## src/rtl/hazard_ctrl.sv

```systemverilog
// Stall/forward controller for the 5-stage MIPS pipeline: decodes the stage
// instructions, resolves data and multiply/divide hazards, and picks bypass sources.
module hazard_ctrl #(
    parameter int unsigned MULT_CYC = 5,
    parameter int unsigned DIV_CYC  = 10
) (
    input  logic        clk,
    input  logic        reset,
    input  logic [31:0] IFID_instr,
    input  logic [31:0] IDEX_instr,
    input  logic [31:0] EXMEM_instr,
    input  logic [4:0]  IFID_rs,
    input  logic [4:0]  IFID_rt,
    input  logic [4:0]  IDEX_rs,
    input  logic [4:0]  IDEX_rt,
    input  logic [4:0]  EXMEM_rt,
    input  logic [4:0]  IDEX_WA,
    input  logic [4:0]  EXMEM_WA,
    input  logic [4:0]  MEMWB_WA,
    output logic        PC_en,
    output logic        IFID_en,
    output logic        IDEX_clr,
    output logic [2:0]  FwdRS_D,
    output logic [2:0]  FwdRT_D,
    output logic [1:0]  FwdRS_E,
    output logic [1:0]  FwdRT_E,
    output logic        FwdRT_M,
    output logic        md_start,
    output logic        md_busy,
    output logic [31:0] stall_cnt
);

    localparam logic [5:0] OP_SPECIAL = 6'h00;
    localparam logic [5:0] OP_JAL     = 6'h03;
    localparam logic [5:0] OP_BEQ     = 6'h04;
    localparam logic [5:0] OP_BNE     = 6'h05;
    localparam logic [5:0] OP_ADDIU   = 6'h09;
    localparam logic [5:0] OP_ORI     = 6'h0d;
    localparam logic [5:0] OP_LUI     = 6'h0f;
    localparam logic [5:0] OP_LW      = 6'h23;
    localparam logic [5:0] OP_SW      = 6'h2b;

    localparam logic [5:0] FN_SLL   = 6'h00;
    localparam logic [5:0] FN_JR    = 6'h08;
    localparam logic [5:0] FN_MFHI  = 6'h10;
    localparam logic [5:0] FN_MTHI  = 6'h11;
    localparam logic [5:0] FN_MFLO  = 6'h12;
    localparam logic [5:0] FN_MTLO  = 6'h13;
    localparam logic [5:0] FN_MULT  = 6'h18;
    localparam logic [5:0] FN_MULTU = 6'h19;
    localparam logic [5:0] FN_DIV   = 6'h1a;
    localparam logic [5:0] FN_DIVU  = 6'h1b;
    localparam logic [5:0] FN_ADDU  = 6'h21;
    localparam logic [5:0] FN_SUBU  = 6'h23;
    localparam logic [5:0] FN_AND   = 6'h24;
    localparam logic [5:0] FN_OR    = 6'h25;
    localparam logic [5:0] FN_SLT   = 6'h2a;

    localparam logic [1:0] TUSE_NONE = 2'd3;
    localparam logic [3:0] MULT_LD   = 4'(MULT_CYC);
    localparam logic [3:0] DIV_LD    = 4'(DIV_CYC);

    typedef struct packed {
        logic cal_r;
        logic cal_i;
        logic ld;
        logic st;
        logic br;
        logic jr;
        logic jal;
        logic md;
        logic mult;
        logic mf;
        logic mt;
    } cls_t;

    // The all-zero word is a nop even though its opcode/funct match sll.
    function automatic cls_t decode(input logic [31:0] instr);
        cls_t       c;
        logic [5:0] op;
        logic [5:0] fn;
        c  = '0;
        op = instr[31:26];
        fn = instr[5:0];
        if (instr != 32'd0) begin
            case (op)
                OP_SPECIAL: begin
                    case (fn)
                        FN_ADDU, FN_SUBU, FN_AND, FN_OR, FN_SLT, FN_SLL: c.cal_r = 1'b1;
                        FN_JR:              c.jr = 1'b1;
                        FN_MULT, FN_MULTU: begin
                            c.md   = 1'b1;
                            c.mult = 1'b1;
                        end
                        FN_DIV, FN_DIVU:    c.md = 1'b1;
                        FN_MFHI, FN_MFLO:   c.mf = 1'b1;
                        FN_MTHI, FN_MTLO:   c.mt = 1'b1;
                        default: ;
                    endcase
                end
                OP_ORI, OP_LUI, OP_ADDIU: c.cal_i = 1'b1;
                OP_LW:                    c.ld    = 1'b1;
                OP_SW:                    c.st    = 1'b1;
                OP_BEQ, OP_BNE:           c.br    = 1'b1;
                OP_JAL:                   c.jal   = 1'b1;
                default: ;
            endcase
        end
        return c;
    endfunction

    // Returns {tuse_rs, tuse_rt}; TUSE_NONE exceeds every Tnew so it never stalls.
    function automatic logic [3:0] tuse(input cls_t c);
        logic [1:0] rs_t;
        logic [1:0] rt_t;
        rs_t = TUSE_NONE;
        rt_t = TUSE_NONE;
        if (c.cal_i || c.ld || c.mt) rs_t = 2'd1;
        if (c.cal_r || c.md) begin
            rs_t = 2'd1;
            rt_t = 2'd1;
        end
        if (c.st) begin
            rs_t = 2'd1;
            rt_t = 2'd2;
        end
        if (c.br) begin
            rs_t = 2'd0;
            rt_t = 2'd0;
        end
        if (c.jr) rs_t = 2'd0;
        return {rs_t, rt_t};
    endfunction

    function automatic logic [1:0] tnew_e(input cls_t c);
        logic [1:0] t;
        t = 2'd0;
        if (c.cal_r || c.cal_i || c.mf) t = 2'd1;
        if (c.ld) t = 2'd2;
        return t;
    endfunction

    function automatic logic [2:0] fwd_d(
        input logic [4:0] r,
        input logic [4:0] idex_wa,
        input logic       idex_jal,
        input logic [4:0] exmem_wa,
        input logic       exmem_ready,
        input logic       exmem_jal,
        input logic [4:0] memwb_wa
    );
        logic [2:0] sel;
        sel = 3'd0;
        if (r != 5'd0) begin
            if (idex_wa == r && idex_jal)            sel = 3'd4;
            else if (exmem_wa == r && exmem_ready)   sel = exmem_jal ? 3'd3 : 3'd2;
            else if (memwb_wa == r)                  sel = 3'd1;
        end
        return sel;
    endfunction

    function automatic logic [1:0] fwd_e(
        input logic [4:0] r,
        input logic [4:0] exmem_wa,
        input logic       exmem_ready,
        input logic       exmem_jal,
        input logic [4:0] memwb_wa
    );
        logic [1:0] sel;
        sel = 2'd0;
        if (r != 5'd0) begin
            if (exmem_wa == r && exmem_ready)  sel = exmem_jal ? 2'd3 : 2'd2;
            else if (memwb_wa == r)            sel = 2'd1;
        end
        return sel;
    endfunction

    cls_t       ifid_cls;
    cls_t       idex_cls;
    cls_t       exmem_cls;
    logic [1:0] tuse_rs;
    logic [1:0] tuse_rt;
    logic [1:0] tnew_idex;
    logic [1:0] tnew_exmem;
    logic       exmem_ready;
    logic       haz_e;
    logic       haz_m;
    logic       haz_md;
    logic       stall;

    logic [3:0]  md_cnt_q, md_cnt_d;
    logic [31:0] stall_cnt_q, stall_cnt_d;

    assign ifid_cls  = decode(IFID_instr);
    assign idex_cls  = decode(IDEX_instr);
    assign exmem_cls = decode(EXMEM_instr);

    // Not every stage needs every class bit; fold the rest into one sink.
    logic unused_cls;
    assign unused_cls = ^{ifid_cls, idex_cls, exmem_cls};

    always_comb begin
        {tuse_rs, tuse_rt} = tuse(ifid_cls);
        tnew_idex   = tnew_e(idex_cls);
        tnew_exmem  = exmem_cls.ld ? 2'd1 : 2'd0;
        exmem_ready = (tnew_exmem == 2'd0);

        haz_e = ((IFID_rs != 5'd0) && (IDEX_WA == IFID_rs) && (tnew_idex > tuse_rs)) ||
                ((IFID_rt != 5'd0) && (IDEX_WA == IFID_rt) && (tnew_idex > tuse_rt));
        haz_m = ((IFID_rs != 5'd0) && (EXMEM_WA == IFID_rs) && (tnew_exmem > tuse_rs)) ||
                ((IFID_rt != 5'd0) && (EXMEM_WA == IFID_rt) && (tnew_exmem > tuse_rt));
        haz_md = (ifid_cls.md || ifid_cls.mf || ifid_cls.mt) && (md_start || md_busy);
        stall  = haz_e || haz_m || haz_md;
    end

    assign PC_en    = ~stall;
    assign IFID_en  = ~stall;
    assign IDEX_clr = stall;

    assign FwdRS_D = fwd_d(IFID_rs, IDEX_WA, idex_cls.jal, EXMEM_WA, exmem_ready,
                           exmem_cls.jal, MEMWB_WA);
    assign FwdRT_D = fwd_d(IFID_rt, IDEX_WA, idex_cls.jal, EXMEM_WA, exmem_ready,
                           exmem_cls.jal, MEMWB_WA);
    assign FwdRS_E = fwd_e(IDEX_rs, EXMEM_WA, exmem_ready, exmem_cls.jal, MEMWB_WA);
    assign FwdRT_E = fwd_e(IDEX_rt, EXMEM_WA, exmem_ready, exmem_cls.jal, MEMWB_WA);
    assign FwdRT_M = (EXMEM_rt != 5'd0) && (MEMWB_WA == EXMEM_rt);

    assign md_start  = idex_cls.md;
    assign md_busy   = (md_cnt_q != 4'd0);
    assign stall_cnt = stall_cnt_q;

    // A new MD op in E always reloads, even over a running count or a D-stage stall.
    always_comb begin
        md_cnt_d = md_cnt_q;
        if (md_start)
            md_cnt_d = idex_cls.mult ? MULT_LD : DIV_LD;
        else if (md_cnt_q != 4'd0)
            md_cnt_d = md_cnt_q - 4'd1;
    end

    always_comb begin
        stall_cnt_d = stall_cnt_q;
        if (stall && (stall_cnt_q != 32'hFFFF_FFFF))
            stall_cnt_d = stall_cnt_q + 32'd1;
    end

    always_ff @(posedge clk or negedge reset) begin
        if (!reset) begin
            md_cnt_q    <= 4'd0;
            stall_cnt_q <= 32'd0;
        end else begin
            md_cnt_q    <= md_cnt_d;
            stall_cnt_q <= stall_cnt_d;
        end
    end

endmodule

```

## config.mk

```make
export PLATFORM = sky130hd
export DESIGN_NAME = hazard_ctrl
export DESIGN_NICKNAME = d
export VERILOG_FILES = /design/src/rtl/hazard_ctrl.sv
export SDC_FILE = /design/constraint.sdc
export NUM_CORES = 1
export LEC_CHECK = 0
export CORE_MARGIN = 2
export CORE_UTILIZATION = 42
export CTS_CLUSTER_DIAMETER = 30
export DETAILED_ROUTE_END_ITERATION = 10
export HOLD_SLACK_MARGIN = 0.02
export PLACE_DENSITY = 0.85
export SLEW_MARGIN = 20
export SYNTH_ARGS = -nofsm -noshare
export SYNTH_HDL_FRONTEND = slang
export SYNTH_SLANG_ARGS = --single-unit
```

## constraint.sdc

```tcl
create_clock -name clk -period 4.4 [get_ports clk]
set_input_delay 0.44 -clock clk [delete_from_list [all_inputs] [get_ports clk]]
set_output_delay 0.44 -clock clk [all_outputs]
set_load 0.02 [all_outputs]
```

# Word level (Yosys, flattened, before mapping)
# Index checks and enable logic that the tools add are counted.
# totals
regBits	36
inputBits	138
output_inout_bits	48
wordCells	215
# op_classes
add_sub_neg	2
magnitude_cmp	4
n_eq_ne	70
mux	72
bitwise_logic	1
reduce_logical	64
# op_table
op	n
$eq 6x5->1 const B	24
$eq 6x6->1 const B	16
$reduce_bool 32->1	3
$eq 5x5->1	11
$eq 6x4->1 const B	9
$mux 1	44
$eq 6x3->1 const B	6
$add 32x1->32 const B	1
$ne 32x32->1 const B	1
$logic_not 6->1	5
$mux 2	15
$reduce_bool 5->1	5
$mux 4	6
$reduce_or 2->1	12
$mux 11	2
$eq 6x2->1 const B	3
$logic_and 1x1->1	17
$logic_or 1x1->1	12
$mux 3	4
$reduce_or 4->1	3
$reduce_or 6->1	2
$mux 9	1
$reduce_or 3->1	2
$gt 1x2->1	2
other kinds (6)	7

# Longest topological paths before layout
# Gate-level depths: netlist of run 1.
# depth
ltp_word	18
ltp_mapped	18
mapped_depth_nobuf	17

# Worst setup path before layout of run 1
# OpenSTA, ideal clock, no wires.
# synth_path
path_type	input port to output port
startpoint	in IFID_instr[2]
endpoint	out PC_en
t_arrival_ps	3060
required_ps	3960
path_slack_ps	900
path_stages	15
n_path_buf	2
cell_sequence	nor4_1 -> nand4_1 -> o21ai_1 -> a21oi_2 -> nor4_1 -> inv_1 -> ha_1 -> a21oi_1 -> a211oi_1 -> a32o_1 -> a21oi_2 -> o221ai_4 -> buf_6 -> inv_1 -> buf_4
# synth_between
elab_chain_len	17
elab_cells_between_ends	56
cone_classes	order compare (4); eq/ne (14); mux (17); bitwise (1); reduce/logical (20)
# synth_rtl
item	line_no	text
start: declaration	9	input logic [31:0] IFID_instr,
$eq 6x5->1	88	case (fn)
$reduce_or 2->1	88	
$mux 1	88	
$mux 4	86	case (op)
$mux 11 (*)	85	if (instr != 32'd0) begin
$logic_or 1x1->1	118	if (c.cal_i || c.ld || c.mt) rs_t = 2'd1;
$mux 2	118	
$mux 2	119	if (c.cal_r || c.md) begin
(+2 left out)	--	
$mux 2	131	if (c.jr) rs_t = 2'd0;
$gt 2x2->1 / $gt 1x2->1 (equally long branches)	208, 210	
$logic_and 1x1->1, on equally long branches	208, 210	
$logic_or 1x1->1, on equally long branches	208, 210	
$logic_or 1x1->1	213	stall = haz_e || haz_m || haz_md;
$logic_or 1x1->1 (*)	213	
named net IDEX_clr	22	output logic IDEX_clr,
$not 1->1 (*)	--	
end: declaration	20	output logic PC_en,
# Mark *: on every way through the listed nets, which the timed path passes. The rest lies on a longest branch.

# Worst setup path after layout of run 1
# layout_path
startpoint	in IDEX_instr[4]
endpoint	out PC_en
# layout_between
elab_chain_len	15
elab_cells_between_ends	36
cone_classes	order compare (2); eq/ne (11); mux (8); bitwise (1); reduce/logical (14)
# layout_rtl
item	line_no	text
start: declaration	10	input logic [31:0] IDEX_instr,
$eq 6x6->1 / $logic_not 6->1 (equally long branches)	88	
$reduce_or 6->1	88	
$mux 1	88	
$mux 1	86	
$mux 11 (*)	85	
$logic_or 1x1->1 (2 in series)	138	if (c.cal_r || c.cal_i || c.mf) t = 2'd1;
$mux 1	138	
$mux 2	139	if (c.ld) t = 2'd2;
$gt 2x2->1, on equally long branches	208, 209	
$logic_and 1x1->1, on equally long branches	208, 209	
$logic_or 1x1->1	208	haz_e = ((IFID_rs != 5'd0) && (IDEX_WA == IFID_rs) && (tnew_idex > tuse_rs)) ||
$logic_or 1x1->1	213	
$logic_or 1x1->1 (*)	213	
$not 1->1 (*)	216	assign PC_en = ~stall;
# Every way passes the cells marked *; elsewhere a longest branch is shown, timed or not.

==> results of run 1 <==
-- state kept, by name, summed over array words and instances, names as in the netlist --
signal	cells
md_cnt_q	4
stall_cnt	32
-- report_power, final --
part	internal (uW)	switching (uW)	total, uW
registers	353	19.5	372
clock network	125	122	247
logic	194	144	338
-- area by class of cell --
cell class / instances / area (um^2)
fillers: 573 / 2290
multi-input cells: 318 / 2210
repair buffers: 169 / 1670
flip-flops and latches: 36 / 901
well taps: 99 / 124
clock buffers: 6 / 82.6
inverters: 10 / 37.5
clock inverters: 2 / 10.0
-- cell usage in the layout (no fill, tap or decap), types with 2 or more instances in the layout --
| master | n |
|---|---|
| a31oi_1 | 2 |
| or4_1 | 9 |
| nand4b_1 | 2 |
| o21ai_0 | 4 |
| and4_1 | 2 |
| nand2_1 | 21 |
| inv_1 | 10 |
| nor4b_1 | 2 |
| a21o_1 | 3 |
| nand4_1 | 24 |
| nor4_1 | 19 |
| clkdlybuf4s50_1 | 156 |
| dfrtp_1 | 36 |
| nand2b_1 | 2 |
| nor3b_1 | 4 |
| nor3_1 | 22 |
| xnor2_1 | 61 |
| and3_1 | 10 |
| nand3_1 | 27 |
| buf_4 | 10 |
| a21oi_2 | 2 |
| or3_1 | 2 |
| nor2_1 | 23 |
| clkbuf_8 | 6 |
| xor2_1 | 26 |
| and2_1 | 4 |
| dlymetal6s2s_1 | 3 |
| clkinv_2 | 2 |
| ha_1 | 9 |
| mux2i_1 | 3 |
| nand3b_1 | 4 |
| a21oi_1 | 11 |
-- worst max-delay path by stage --
stage	start	endpoint
detailed placement	IFID_instr[3]	PC_en
finish	IDEX_instr[4]	PC_en
global placement	IFID_instr[3]	IFID_en
global route	IDEX_instr[4]	PC_en
floorplan	IFID_instr[2]	PC_en
CTS	IFID_instr[3]	PC_en
-- cell usage after synthesis, types with 2 or more instances --
cell type	instances
mux2i_1	3
nand2_1	21
a21oi_1	11
xor2_1	26
dfrtp_1	36
ha_1	9
or4_1	9
nor3b_1	4
a31oi_1	2
and3_1	10
nand4_1	24
clkbuf_1	6
nand3_1	27
nand3b_1	4
nand2b_1	2
a21o_1	3
a21oi_2	2
nor4b_1	3
inv_1	10
buf_6	3
nor3_1	22
nand4b_1	2
nor4_1	20
xnor2_1	61
and2_1	4
and4_1	2
o21ai_0	4
nor2_1	23
or3_1	2
-- through the flow --
step	total power, uW	setup WS [ps]	hold slack [ps]	cells
detailed placement	715	23.9	482	632
global route	1010	271	504	640
finish	957	513	488	640
global placement	697	62.2	479	632
floorplan	534	900	144	375
CTS	964	28.0	492	640
-- kinds of logic (layout without fill, tap and decap cells) --
logic type	count (synthesis)	in the layout	share of synthesized area, %
multiplexers	4	4	1.29
XOR/XNOR	87	87	23.8
flip-flops	36	36	28.2
AO/OA/AOI/OAI	31	31	6.73
AND/OR/NAND/NOR	187	187	33.1
adder cells (fa/ha/maj)	9	9	3.52
buffers and inverters	21	187	3.33
-- metal layers --
metal	GRT usage, %	routed length, um
met5	0	0
met4	8.71	183
met3	4.81	570
met2	45.1	5260
met1	26.6	3890
==> out/qor.yml, run 1 <==
status: "finished, final reports clean"
floorplan.initialDensity_pct: 43.6
overflow: 0
seq_area_frac_synth_pct: 28.2
synth_top_area_cell: "dfrtp_1"
setup_tns_ps: 0
max-slew-margin-rel_pct: 62.7
diodes: 0
drc_errors: 0
cts.htree.levels: 2
dr.first_iter.drc_count: 93
clock-sinks: 36
cts_setup_buffers: 0
syn_to_final_growth_pct: 57.7
drv_slew: 0
synth_nets: 522
cp_data_required_time_ps: 3960
syn_area_per_cell_um2: 8.52
critPathLaunchType: "input pin"
synthCells: 375
synth-edff-count: 0
cp.arrival_ps: 3450
whs_endpoint: "stall_cnt[28]"
synth.distinct_cells: 49
vias: 3530
synth_area_leaders: "dfrtp_1 (28%), xnor2_1 (17%), xor2_1 (7.1%)"
ant_nets: 0
cts.clk_slew.worst_paths_ps: 70
hold_depth: 1
place_congestion: 0.831
grt_usage_pct: 24.0
min_path_type: "reg2reg"
grt_pass1_vias: 3667
antenna_found_initial: 0
crit_family: "compound AO/OA/AOI/OAI gates"
slowest_delay_ps: 550
rrSetupSlack_ps: 1860
core_area_um2: 7330
cp.depth: 16
final_nets: 687
timing.rr.end: "stall_cnt[1]"
yosysWarningCount: 0
rsz0062_at_grt: "false"
min-delay-start: "stall_cnt[28]"
cts-root-buf: "clkbuf_8"
firstDrtPassIters: 4
period_share_pct: 88.3
dpl_cell_area_um2: 4920
ys_ff_latch: 36
synth_ff_type: "dfrtp_1"
dp_hpwl_um: 8120
syn_area_um2: 3200
slowest_stage: "or4_1"
insertion_delay_ps: 300
worstPathCellList: "clkdlybuf4s50_1 > inv_1 > a21oi_1 > nor2_1 > a21oi_1 > o21ai_0 > o22ai_1 > a32oi_1 > or4_1 > ha_1 > a211oi_1 > a32o_1 > a21oi_2 > o221ai_4 > inv_1 > dlymetal6s2s_1"
ctsHoldBuffers: 0
p_leak_uw: 0.00196
finalInstanceArea_um2: 5040
cts_tree: "done"
drive_gt1_share_pct: 5.36
wirelength_um: 9910
cap_violations: 0
reg2reg_from: "stall_cnt[18]"
cts.path.max_buffers: 2
final_core_util_pct: 68.7
synth_top_cell_area_share_pct: 28.2
io_buffers: 159
numCtsBuffers: 5
finalHoldViolations: 0
grt_pass1_wl_um: 16400
path_max_fanout: 7
die_y_um: 91.2
die_w_um: 91.2
vias_per_cell: 5.52
ir_worst_vdd_mv: 0.107
power_density_nw_per_um2: 190
tightest_slew_ps: 554
rows: 31
end_kind: "output port"
reg2regPathDepth: 6
finalClockSkew_ps: 6.25
worstPathBufferInverterCount: 4
grt_max_degree: 37
io_pins: 186
post_cts_resized: 0
postSynth.asyncResetShare_pct: 100
max_freq_ghz: 0.257
fin_crit_ps: 3890
wire_per_inst_um: 15.5
dieArea_um2: 8330
setup_viol: 0
criticalPathCategory: "in2out"
No activity file was read; power rests on OpenSTA's default activity.
==> inputs of run 2 (changes only) <==
--- a/config.mk
+++ b/config.mk
@@ -6,11 +6,11 @@
 export NUM_CORES = 1
 export LEC_CHECK = 0
 export CORE_MARGIN = 2
-export CORE_UTILIZATION = 42
+export CORE_UTILIZATION = 61
 export CTS_CLUSTER_DIAMETER = 30
 export DETAILED_ROUTE_END_ITERATION = 10
-export HOLD_SLACK_MARGIN = 0.02
-export PLACE_DENSITY = 0.85
+export DONT_BUFFER_PORTS = 1
+export PLACE_DENSITY = 0.74
 export SLEW_MARGIN = 20
 export SYNTH_ARGS = -nofsm -noshare
 export SYNTH_HDL_FRONTEND = slang
==> constraint.sdc (replaced) <==
create_clock -name clk -period 4.8 [get_ports clk]
set_input_delay 0.48 -clock clk [delete_from_list [all_inputs] [get_ports clk]]
set_output_delay 0.48 -clock clk [all_outputs]
set_load 0.02 [all_outputs]
==> run 2 against run 1 <==
Against the previous run:
- sequential power decreased by 8.3%
- clock-buffer cell count did not move
- final cell count down 31%
- design area shrank 34%
- first-iteration DRC count is 29% higher
- utilization shrank 3.3 points
- non-clock buffer count down 167
- critical path depth fell by 3
- global-route usage grew 2.7 points
- total power down 26%
==> out/qor.yml, run 2 (synthesis results as in run 1) <==
crit_family: "simple AND/OR/NAND/NOR gates"
final_nets: 520
cap_violations: 0
dr.first_iter.drc_count: 120
tightest_slew_ps: 598
max_freq_ghz: 0.266
rows: 26
antenna_found_initial: 0
end_kind: "output port"
place_congestion: 0.894
dieArea_um2: 5840
finalHoldViolations: 0
final_core_util_pct: 65.4
fin_crit_ps: 3760
insertion_delay_ps: 290
cp_data_required_time_ps: 4320
timing.rr.end: "stall_cnt[1]"
vias_per_cell: 6.40
maxUsedRoutingLayer: "met4"
dpl_cell_area_um2: 3220
path_max_fanout: 11
io_buffers: 0
worstPathBufferInverterCount: 2
grt_usage_pct: 26.7
ant_nets: 0
wl_met1_um: 3280
max-slew-margin-rel_pct: 59.8
overflow: 0
reg2reg_from: "stall_cnt[3]"
dpl.cell_count: 435
grt_pass1_vias: 2760
drc_errors: 0
finalInstanceArea_um2: 3320
slowest_delay_ps: 550
instances_no_fill: 443
numCtsBuffers: 5
largest_reg_flops: 32
critPathLaunchType: "input pin"
grt_max_degree: 37
drv_slew: 0
rrSetupSlack_ps: 2160
layout_commonest_cell: "xnor2_1"
diodes: 0
cts.clk_slew.worst_paths_ps: 70
cp.arrival_ps: 3280
mostFrequentLayoutCells: "xnor2_1 (61), dfrtp_1 (36), nand3_1 (27), xor2_1 (26), nand4_1 (24)"
period_share_pct: 78.2
cts.htree.levels: 2
rsz0062_at_grt: "false"
wl_met3_um: 787
dp_hpwl_um: 6090
syn_to_final_growth_pct: 3.87
floorplan.initialDensity_pct: 63.0
ir_worst_vdd_mv: 0.221
drive_gt1_share_pct: 4.56
die_w_um: 76.4
grt_pass1_wl_um: 12900
finalClockSkew_ps: 6.32
reg2regPathDepth: 7
met2WireLength_um: 3540
power_density_nw_per_um2: 214
firstDrtPassIters: 4
status: "finished, final reports clean"
worstPathCellList: "nor3_1 > nand3_1 > o21ai_1 > a21oi_2 > nor4_1 > inv_1 > ha_1 > a21oi_1 > a211oi_1 > a32o_1 > a21oi_2 > o221ai_4 > inv_1"
wire_per_inst_um: 17.4
cts-root-buf: "clkbuf_8"
cts_tree: "done"
die_y_um: 76.4
core_area_um2: 5070
cts.path.max_buffers: 2
setup_viol: 0
criticalPathCategory: "in2out"
p_leak_uw: 0.00129
slowest_stage: "nor4_1"
min_path_type: "in2async"
wirelength_um: 7720
setup_tns_ps: 0
holdWs_ps: 21.7
vias: 2833
io_pins: 186
clock-sinks: 36
-- run 2: changes by cell type in the layout (fill, tap and decap cells not counted) --
cell	delta
a21boi_0	+1
a21boi_1	-1
buf_12	+1
buf_4	-9
clkbuf_1	+1
clkbuf_8	-1
clkdlybuf4s50_1	-156
clkinv_2	-1
dlymetal6s2s_1	-3
nor4_1	+1
nor4_4	-1
nor4b_1	+1
nor4b_2	-1
-- run 2: per-stage QoR --
step	power, uW	worst slack (ps)
2_1_floorplan	490	1220
3_3_place_gp	501	1070
3_5_place_dp	509	1020
4_1_cts	716	1050
5_1_grt	755	756
6_report	711	1040
-- run 2: area by class of cell --
class,instances,area [um^2]
clock buffer,6,72.6
clock inverter,1,5.00
fill,466,1750
inverter,10,37.5
multi-input combinational,318,2190
sequential,36,901
tap,70,87.6
timing repair buffer,2,27.5
-- run 2: worst max-delay path by stage --
stage / to / from / depth (start not counted)
detailed placement: stall_cnt[1] / IFID_instr[1] / 15
CTS: PC_en / IFID_instr[1] / 13
floorplan: PC_en / IFID_instr[2] / 15
global placement: stall_cnt[1] / IFID_instr[1] / 15
global route: PC_en / IFID_instr[1] / 13
finish: PC_en / IFID_instr[1] / 13
-- run 2: power by group --
part           switching, uW  internal, uW  leakage, uW  total (uW)
Combinational           81.0          87.4     0.000757         168
Clock                    103          98.6    0.0000410         202
Sequential              17.8           324     0.000495         341
-- run 2: worst reg2reg max path: stages (launching register included) --
cell,delay [ps]
dfrtp_1,540
and4_1,280
and3_1,230
and3_1,250
nand2_4,100
or4_1,630
nand2_2,170
mux2_1,320
-- run 2: what timing repair did --
| item | in CTS | in global routing |
|---|---|---|
| resized for setup | 0 | 0 |
| endpoints found under the hold margin | 36 | 0 |
| buffers inserted | 0 | 0 |
| hold buffers | 1 | 0 |
-- run 2: routing by layer --
layer	vias to the layer above	global-route usage (%)
li1	1362	-
met1	1310	35.2
met2	148	43.3
met3	13	7.94
met4	0	6.91
met5	-	0
==> inputs of run 3 (changes only) <==
--- a/config.mk
+++ b/config.mk
@@ -6,11 +6,11 @@
 export NUM_CORES = 1
 export LEC_CHECK = 0
 export CORE_MARGIN = 2
-export CORE_UTILIZATION = 61
+export CORE_UTILIZATION = 58
 export CTS_CLUSTER_DIAMETER = 30
 export DETAILED_ROUTE_END_ITERATION = 10
 export DONT_BUFFER_PORTS = 1
-export PLACE_DENSITY = 0.74
+export PLACE_DENSITY = 0.73
 export SLEW_MARGIN = 20
 export SYNTH_ARGS = -nofsm -noshare
 export SYNTH_HDL_FRONTEND = slang
==> constraint.sdc (replaced) <==
create_clock -name clk -period 3.4 [get_ports clk]
set_input_delay 0.34 -clock clk [delete_from_list [all_inputs] [get_ports clk]]
set_output_delay 0.34 -clock clk [all_outputs]
set_load 0.02 [all_outputs]
==> run 3 against run 2 <==
Against the previous run:
- clock power increased by 49%
- critical endpoint is now IDEX_clr
- global-route usage decreased by 2.6 points
- largest power group unchanged
- sequential share of layout area decreased by 0.89 points
==> out/qor.yml, run 3 (synthesis results as in run 1) <==
status: "finished, final reports clean"
setup_viol: 0
ant_nets: 0
diodes: 0
rsz0062_at_grt: "false"
clock-sinks: 36
fin_ws_ps: 312
final_nets: 527
io_pins: 186
period_share_pct: 90.8
numCtsBuffers: 5
max_freq_ghz: 0.324
firstDrtPassIters: 4
wirelength_um: 7530
cp.arrival_ps: 2750
finalHoldViolations: 0
criticalPathCategory: "in2out"
min_path_type: "in2reg"
ir_worst_vdd_mv: 0.220
cts-root-buf: "clkbuf_8"
dp_worst_setup_slack_ps: 166
syn_to_final_growth_pct: 7.40
nFillCells: 482
holdWs_ps: 275
io_buffers: 0
critPathMostFrequentCell: "a21oi_1"
rows: 27
drive_gt1_share_pct: 7.09
mostFrequentLayoutCells: "xnor2_1 (61), dfrtp_1 (36), nand3_1 (27), xor2_1 (26), nand4_1 (24)"
die_w_um: 78.2
wire_per_inst_um: 16.6
critPathLaunchType: "input pin"
setup_tns_ps: 0
die_y_um: 78.2
slowest_delay_ps: 540
place_congestion: 0.891
largest_reg_flops: 32
grt_max_degree: 37
dp_hpwl_um: 6010
cts_tree: "done"
grt_usage_pct: 24.2
floorplan.initialDensity_pct: 59.1
fin_crit_ps: 3090
cts.clk_slew.worst_paths_ps: 60
tightest_slew_ps: 552
dieArea_um2: 6120
cp_data_required_time_ps: 3060
drv_slew: 0
register_area_um2: 901
reg2reg_from: "stall_cnt[3]"
path_max_fanout: 12
vias_per_cell: 6.31
end_kind: "output port"
finalPower_uw: 1030
final_core_util_pct: 63.5
cap_violations: 0
insertion_delay_ps: 280
finalClockSkew_ps: 2.64
vias: 2857
drc_errors: 0
worstPathCellList: "inv_1 > a21oi_1 > nor2_1 > a21oi_1 > o21ai_0 > o22ai_1 > a32oi_1 > or4_1 > ha_1 > a211oi_1 > a32o_1 > a21oi_2 > o221ai_4 > buf_6 > buf_4"
layout_commonest_cell: "xnor2_1"
overflow: 0
power_density_nw_per_um2: 299
slowest_stage: "or4_1"
cts.path.max_buffers: 2
antenna_found_initial: 0
grt_pass1_wl_um: 12000
multi_input_area_um2: 2230
core_area_um2: 5410
grt_pass1_vias: 2750
startpoint: "IDEX_instr[4]"
worstPathBufferInverterCount: 3
crit_family: "compound AO/OA/AOI/OAI gates"
dr.first_iter.drc_count: 121
min-delay-start: "IDEX_instr[1]"
p_leak_uw: 0.00134
cts.htree.levels: 2
max-slew-margin-rel_pct: 62.9
==> run 3: metal layers <==
layer	vias to the layer above	part of all wire, %	routed length, um	global-route usage, %
li1	1383	-	-	-
met1	1332	42	3190	30.7
met2	134	48	3600	41.1
met3	8	8.9	669	7.24
met4	0	1.0	76	4.56
met5	-	0	0	0
==> run 3: where the power goes <==
| group | total, uW | switching (uW) | leakage (uW) | internal, uW |
|---|---|---|---|---|
| logic | 244 | 116 | 0.000804 | 128 |
| registers | 481 | 23.9 | 0.000495 | 457 |
| clock network | 301 | 136 | 0.0000455 | 165 |
==> run 3: timing repair <==
action	in CTS	in global routing
hold endpoints to repair	36	0
buffers inserted	0	1
hold buffers	2	0
setup endpoints to repair	0	3
gates resized for setup	0	8
==> run 3: final timing paths <==
path	cells past startpoint	slack (ps)	endpoint
worst min register to register	2	610	md_cnt_q[3]
worst min-delay path	2	280	md_cnt_q[1]
worst max register to register	7	750	stall_cnt[1]
worst max-delay path	15	310	IDEX_clr
max in group asynchronous	2	2700	stall_cnt[18]
min in group asynchronous	2	510	stall_cnt[27]
==> run 3: through the flow <==
stage | area [um^2] | instances
global placement | 3260 | 442
detailed placement | 3260 | 442
finish | 3430 | 453
global route | 3430 | 453
floorplan | 3200 | 375
CTS | 3380 | 452
==> run 3: cell type report <==
type                       instances  area share [%]
timing repair buffer               9            2.51
clock buffer                       8            2.62
tap                               72            2.62
multi-input combinational        318            64.9
sequential                        36            26.2
inverter                          10            1.09
==> RTL change 1, RTL diff (config.mk and constraints of run 2) <==
Put one more register stage on the output `stall_cnt`, without a reset. The value now appears one clock later. The other outputs are not delayed to match.
--- a/src/rtl/hazard_ctrl.sv
+++ b/src/rtl/hazard_ctrl.sv
@@ -227,7 +227,9 @@
 
     assign md_start  = idex_cls.md;
     assign md_busy   = (md_cnt_q != 4'd0);
-    assign stall_cnt = stall_cnt_q;
+    always_ff @(posedge clk) begin
+        stall_cnt <= stall_cnt_q;
+    end
 
     // A new MD op in E always reloads, even over a running count or a D-stage stall.
     always_comb begin
Formal check against the unedited RTL: not equivalent (Yosys sat finds a counterexample within 4 cycles, from zero or initial values and one cycle with reset low).
==> RTL change 1 against run 2 <==
- area after synthesis grew 23%
- sequential power increased by 79%
- non-clock buffer count increased by 1
- clock skew rose by 5.4 ps
- wire length up 18%
- sequential share of layout area up 10 points
- utilization increased by 0.76 points
- worst setup slack got worse by 190 ps
- sequential cell count increased by 32
- clock power up 90%
- power rose by 64%
- final area increased by 25%
- critical path type unchanged
- critical endpoint is now IFID_en
- largest power group unchanged
- highest routed layer unchanged
==> RTL change 1: results (changes against run 2) <==
run_status:
  status: "complete, no violations"
placed_design:
  gp_congestion: 0.869  # -2.8%
  dp_cells: 490  # +13%
  hpwl_um: 7130  # +17%
  place_area_mm2: 0.00396  # +23%
worst_setup_path:
  critPathLaunch: "IDEX_instr[4]"
  r2r-end: "stall_cnt_q[1]"
  r2r-start: "stall_cnt_q[4]"
  arrival_ps: 3460  # +180 ps
  endpoint: "IFID_en"
  path_delay_family: "compound AO/OA/AOI/OAI gates"
  critical_path.slowest_cell: "or4_1"
  critical_path.max_fanout: 20  # +9
  reg2reg_slack_ps: 2020  # -140 ps
finish:
  drive_gt1_share_pct: 5.34  # +0.78 points
  nNetsFinal: 573  # +10%
  multi_input_area_mm2: 0.00227  # +3.7%
  nClkBuffers: 13  # +7
  nMultiInputCombCells: 332  # +4.4%
  area_share_clock_buf_inv_pct: 3.94  # +1.6 points
  area_growth_pct: 5.63
  buf_share_pct: 0.903  # +0.074 points
  seqCellArea_mm2: 0.00154  # +71%
  fillers: 533  # +14%
  buffers: 3  # +1
logic_synthesis:
  synth_commonest_cells: "xnor2_1 (62), dfrtp_1 (36), nand3_1 (33), dfxtp_1 (32), nor2_1 (31)"
  synth_seq_area_share_pct: 39.2  # +11 points
  synth_area_per_cell_um2: 9.26  # +8.6%
  ys_top_cells_by_area: "dfrtp_1 (23%), dfxtp_1 (16%), xnor2_1 (14%), xor2_1 (5.6%), nand4_1 (4.3%)"
  synth_compound_area_share_pct: 5.22  # -1.5 points
  synth_adder_area_share_pct: 2.86  # -0.66 points
  synthXorXnorAreaFrac_pct: 19.4  # -4.5 points
  async_flop_share_pct: 52.9  # -47 points
  synthMuxAreaShare_pct: 1.34  # +0.044 points
routing:
  dr_wl_met2_um: 4170  # +18%
  drt-total-wl_um: 9120  # +18%
  wl_met1_um: 3920  # +20%
  via_per_inst: 6.24  # -2.4%
  routed-via-count: 3171  # +12%
  first_iter_violations: 181  # +51%
  dr.pass1.iters: 5  # +1
  wl_met3_um: 902  # +15%
sta:
  worstMarginPinSlew_ps: 978  # +381 ps
  max_freq_ghz: 0.254  # -4.7%
  skew_ps: 11.7  # +5.36 ps
cts:
  holdBufCountCts: 2  # +1
  cts-buffers-inserted: 9  # +4
  htreeDepth: 3  # +1
  clk_latency_ps: 340  # +50 ps
  clock-sinks: 68  # +89%
power:
  vdd_drop_max_mv: 0.241  # +9.1%
  leakagePower_nw: 1.62  # +25%
grt:
  met2_usage_pct: 39.8  # -3.4 points
  met3_usage_pct: 10.5  # +2.6 points
  grt_use_total_pct: 26.2  # -0.56 points
  grt_pass1_wl_um: 14900  # +15%
  grt_pass1_vias: 3110  # +13%
  met1_usage_pct: 33.9  # -1.3 points
worst_hold_path:
  hold_path.class: "in -> reg"
RTL change 1: cell count changes in the layout (fill, tap and decap cells not counted), moves of 4 or more:
cell	change
clkbuf_8	+5
nor2_1	+8
and2_1	+4
nand3_1	+6
dfxtp_1	+32
a211oi_1	+4
RTL change 1: worst min-delay path by stage:
stage	startpoint	slack (ps)	to
global placement	reset	190	md_cnt_q[2]
global route	IDEX_instr[1]	380	md_cnt_q[3]
finish	IDEX_instr[1]	390	md_cnt_q[3]
floorplan	reset	180	md_cnt_q[0]
CTS	IDEX_instr[1]	360	md_cnt_q[3]
detailed placement	reset	190	md_cnt_q[3]
RTL change 1: report_power, final:
part | internal (mW) | switching, mW | leakage [nW]
Combinational | 0.0900 | 0.0835 | 0.777
Sequential | 0.591 | 0.0194 | 0.752
Clock | 0.199 | 0.185 | 0.0872
Total | 0.880 | 0.288 | 1.62
==> RTL change 2, RTL diff (config.mk and constraints of run 2) <==
Made on the original files. Set the parameter `DIV_CYC` to 9 (it was 10).
--- a/src/rtl/hazard_ctrl.sv
+++ b/src/rtl/hazard_ctrl.sv
@@ -2,7 +2,7 @@
 // instructions, resolves data and multiply/divide hazards, and picks bypass sources.
 module hazard_ctrl #(
     parameter int unsigned MULT_CYC = 5,
-    parameter int unsigned DIV_CYC  = 10
+    parameter int unsigned DIV_CYC  = 9
 ) (
     input  logic        clk,
     input  logic        reset,
Formal check against the unedited RTL: no difference found for any inputs over 10 cycles, from zero or initial values and one cycle with reset low; that may be too few to reach the edited logic, so the function may still have changed.
==> RTL change 2 against run 2 <==
- final area up 0.38%
- wire length shrank 1.1%
- sequential cell count unchanged
- area after synthesis is 0.59% lower
- power increased by 11%
- global-route usage barely moved
- worst setup slack got worse by 130 ps
- maximum frequency fell by 3.4%
- critical path type unchanged
==> RTL change 2: results (changes against run 2) <==
routing:
  wl_met1_um: 3250  # -0.70%
  wire_per_inst_um: 17.7  # +1.7%
  first_iter_violations: 182  # +52%
  dr_wl_met2_um: 3590  # +1.4%
  drt-total-wl_um: 7630  # -1.1%
  wl_met3_um: 695  # -12%
  top_layer: "met4"
  via_per_inst: 6.36  # -0.52%
sta:
  hold_ws_ps: 18.5  # -3.25 ps
  skew_ps: 8.59  # +2.27 ps
  max_slew_margin_pct: 50.8  # -9.0 points
finish:
  nMultiInputCombCells: 310  # -2.5%
  buf_share_pct: 0.601  # -0.23 points
  area_share_clock_buf_inv_pct: 3.79  # +1.5 points
  inv_count: 6  # -4
  nClkBuffers: 7  # +1
  multi_input_area_mm2: 0.00217  # -0.69%
  seqCellArea_um2: 901  # unchanged
  sh_seq_area_pct: 27.0  # -0.10 points
  buffers: 1  # -1
  fillers: 457  # -1.9%
  largest_reg_flops: 32  # unchanged
  drive_gt1_share_pct: 5.26  # +0.71 points
logic_synthesis:
  synth_adder_area_share_pct: 3.54  # +0.021 points
  synth_seq_area_share_pct: 28.3  # +0.17 points
  ys_top_cells_by_area: "dfrtp_1 (28%), xnor2_1 (17%), xor2_1 (6.6%), nand4_1 (4.5%), nand3_1 (4.1%)"
  synth_commonest_cells: "xnor2_1 (63), dfrtp_1 (36), nand3_1 (26), nor2_1 (25), xor2_1 (24)"
  synthXorXnorAreaFrac_pct: 24.0  # +0.14 points
  ys.flop_type: "dfrtp_1"
  synthMuxAreaShare_pct: 1.73  # +0.44 points
  async_flop_share_pct: 100  # unchanged
  syn_nets: 512  # -1.9%
  synth_compound_area_share_pct: 6.34  # -0.39 points
  synthCells: 365  # -2.7%
worst_setup_path:
  arrival_ps: 3410  # +130 ps
  path_delay_family: "compound AO/OA/AOI/OAI gates"
  critical_path.max_fanout: 33  # +22
  r2r-start: "stall_cnt[8]"
  r2r-end: "stall_cnt[7]"
  critical_path.slowest_cell: "a221o_4"
  reg2reg_slack_ps: 1840  # -320 ps
  max_stage_delay_ps: 520  # -30 ps
  critPathLaunch: "IFID_instr[0]"
cts:
  clk_latency_ps: 290  # about the same
  holdBufCountCts: 1  # unchanged
  htreeDepth: 2  # unchanged
  root_buffer: "clkbuf_8"
placed_design:
  gp_congestion: 0.835  # -6.6%
  hpwl_um: 6110  # +0.39%
  dp_cells: 422  # -3.0%
  place_area_mm2: 0.00319  # -1.1%
power:
  vdd_drop_max_mv: 0.258  # +17%
  leakagePower_nw: 1.31  # +1.6%
  p_sw_uw: 201  # -0.30%
floorplan:
  dieArea_mm2: 0.00580  # -0.55%
grt:
  grt_pass1_vias: 2719  # -1.5%
  grt_use_total_pct: 26.8  # +0.043 points
  grt_pass1_wl_um: 12800  # -0.97%
run_status:
  status: "complete, no violations"
## RTL change 2: cell types whose count changed after synthesis, moves of 3 or more
cell and delta:
a211oi_1 +3, nor3_1 -4, nand2_1 -4, inv_1 -5
nor2b_1 +5, a21oi_1 -4, nand2b_1 +4, or4_1 -4
## RTL change 2: metal layers
layer,vias up,global-route usage (%)
met1,1289,35.0
met3,9,8.29
met2,127,44.1
met5,-,0
li1,1317,-
met4,0,5.82
## RTL change 2: power groups by stage
| stage | Sequential [mW] | Clock (mW) | Combinational [mW] |
|---|---|---|---|
| after floorplan | 0.344 | 0 | 0.138 |
| after global placement | 0.347 | 0 | 0.146 |
| after detailed placement | 0.347 | 0 | 0.153 |
| after CTS | 0.341 | 0.294 | 0.161 |
| after global routing | 0.344 | 0.309 | 0.185 |
| final | 0.341 | 0.289 | 0.160 |
## RTL change 2: through the flow
step	power, mW	setup slack, ps
after CTS	0.797	910
after global routing	0.838	604
after global placement	0.493	931
after floorplan	0.481	1120
after detailed placement	0.500	927
final	0.790	912
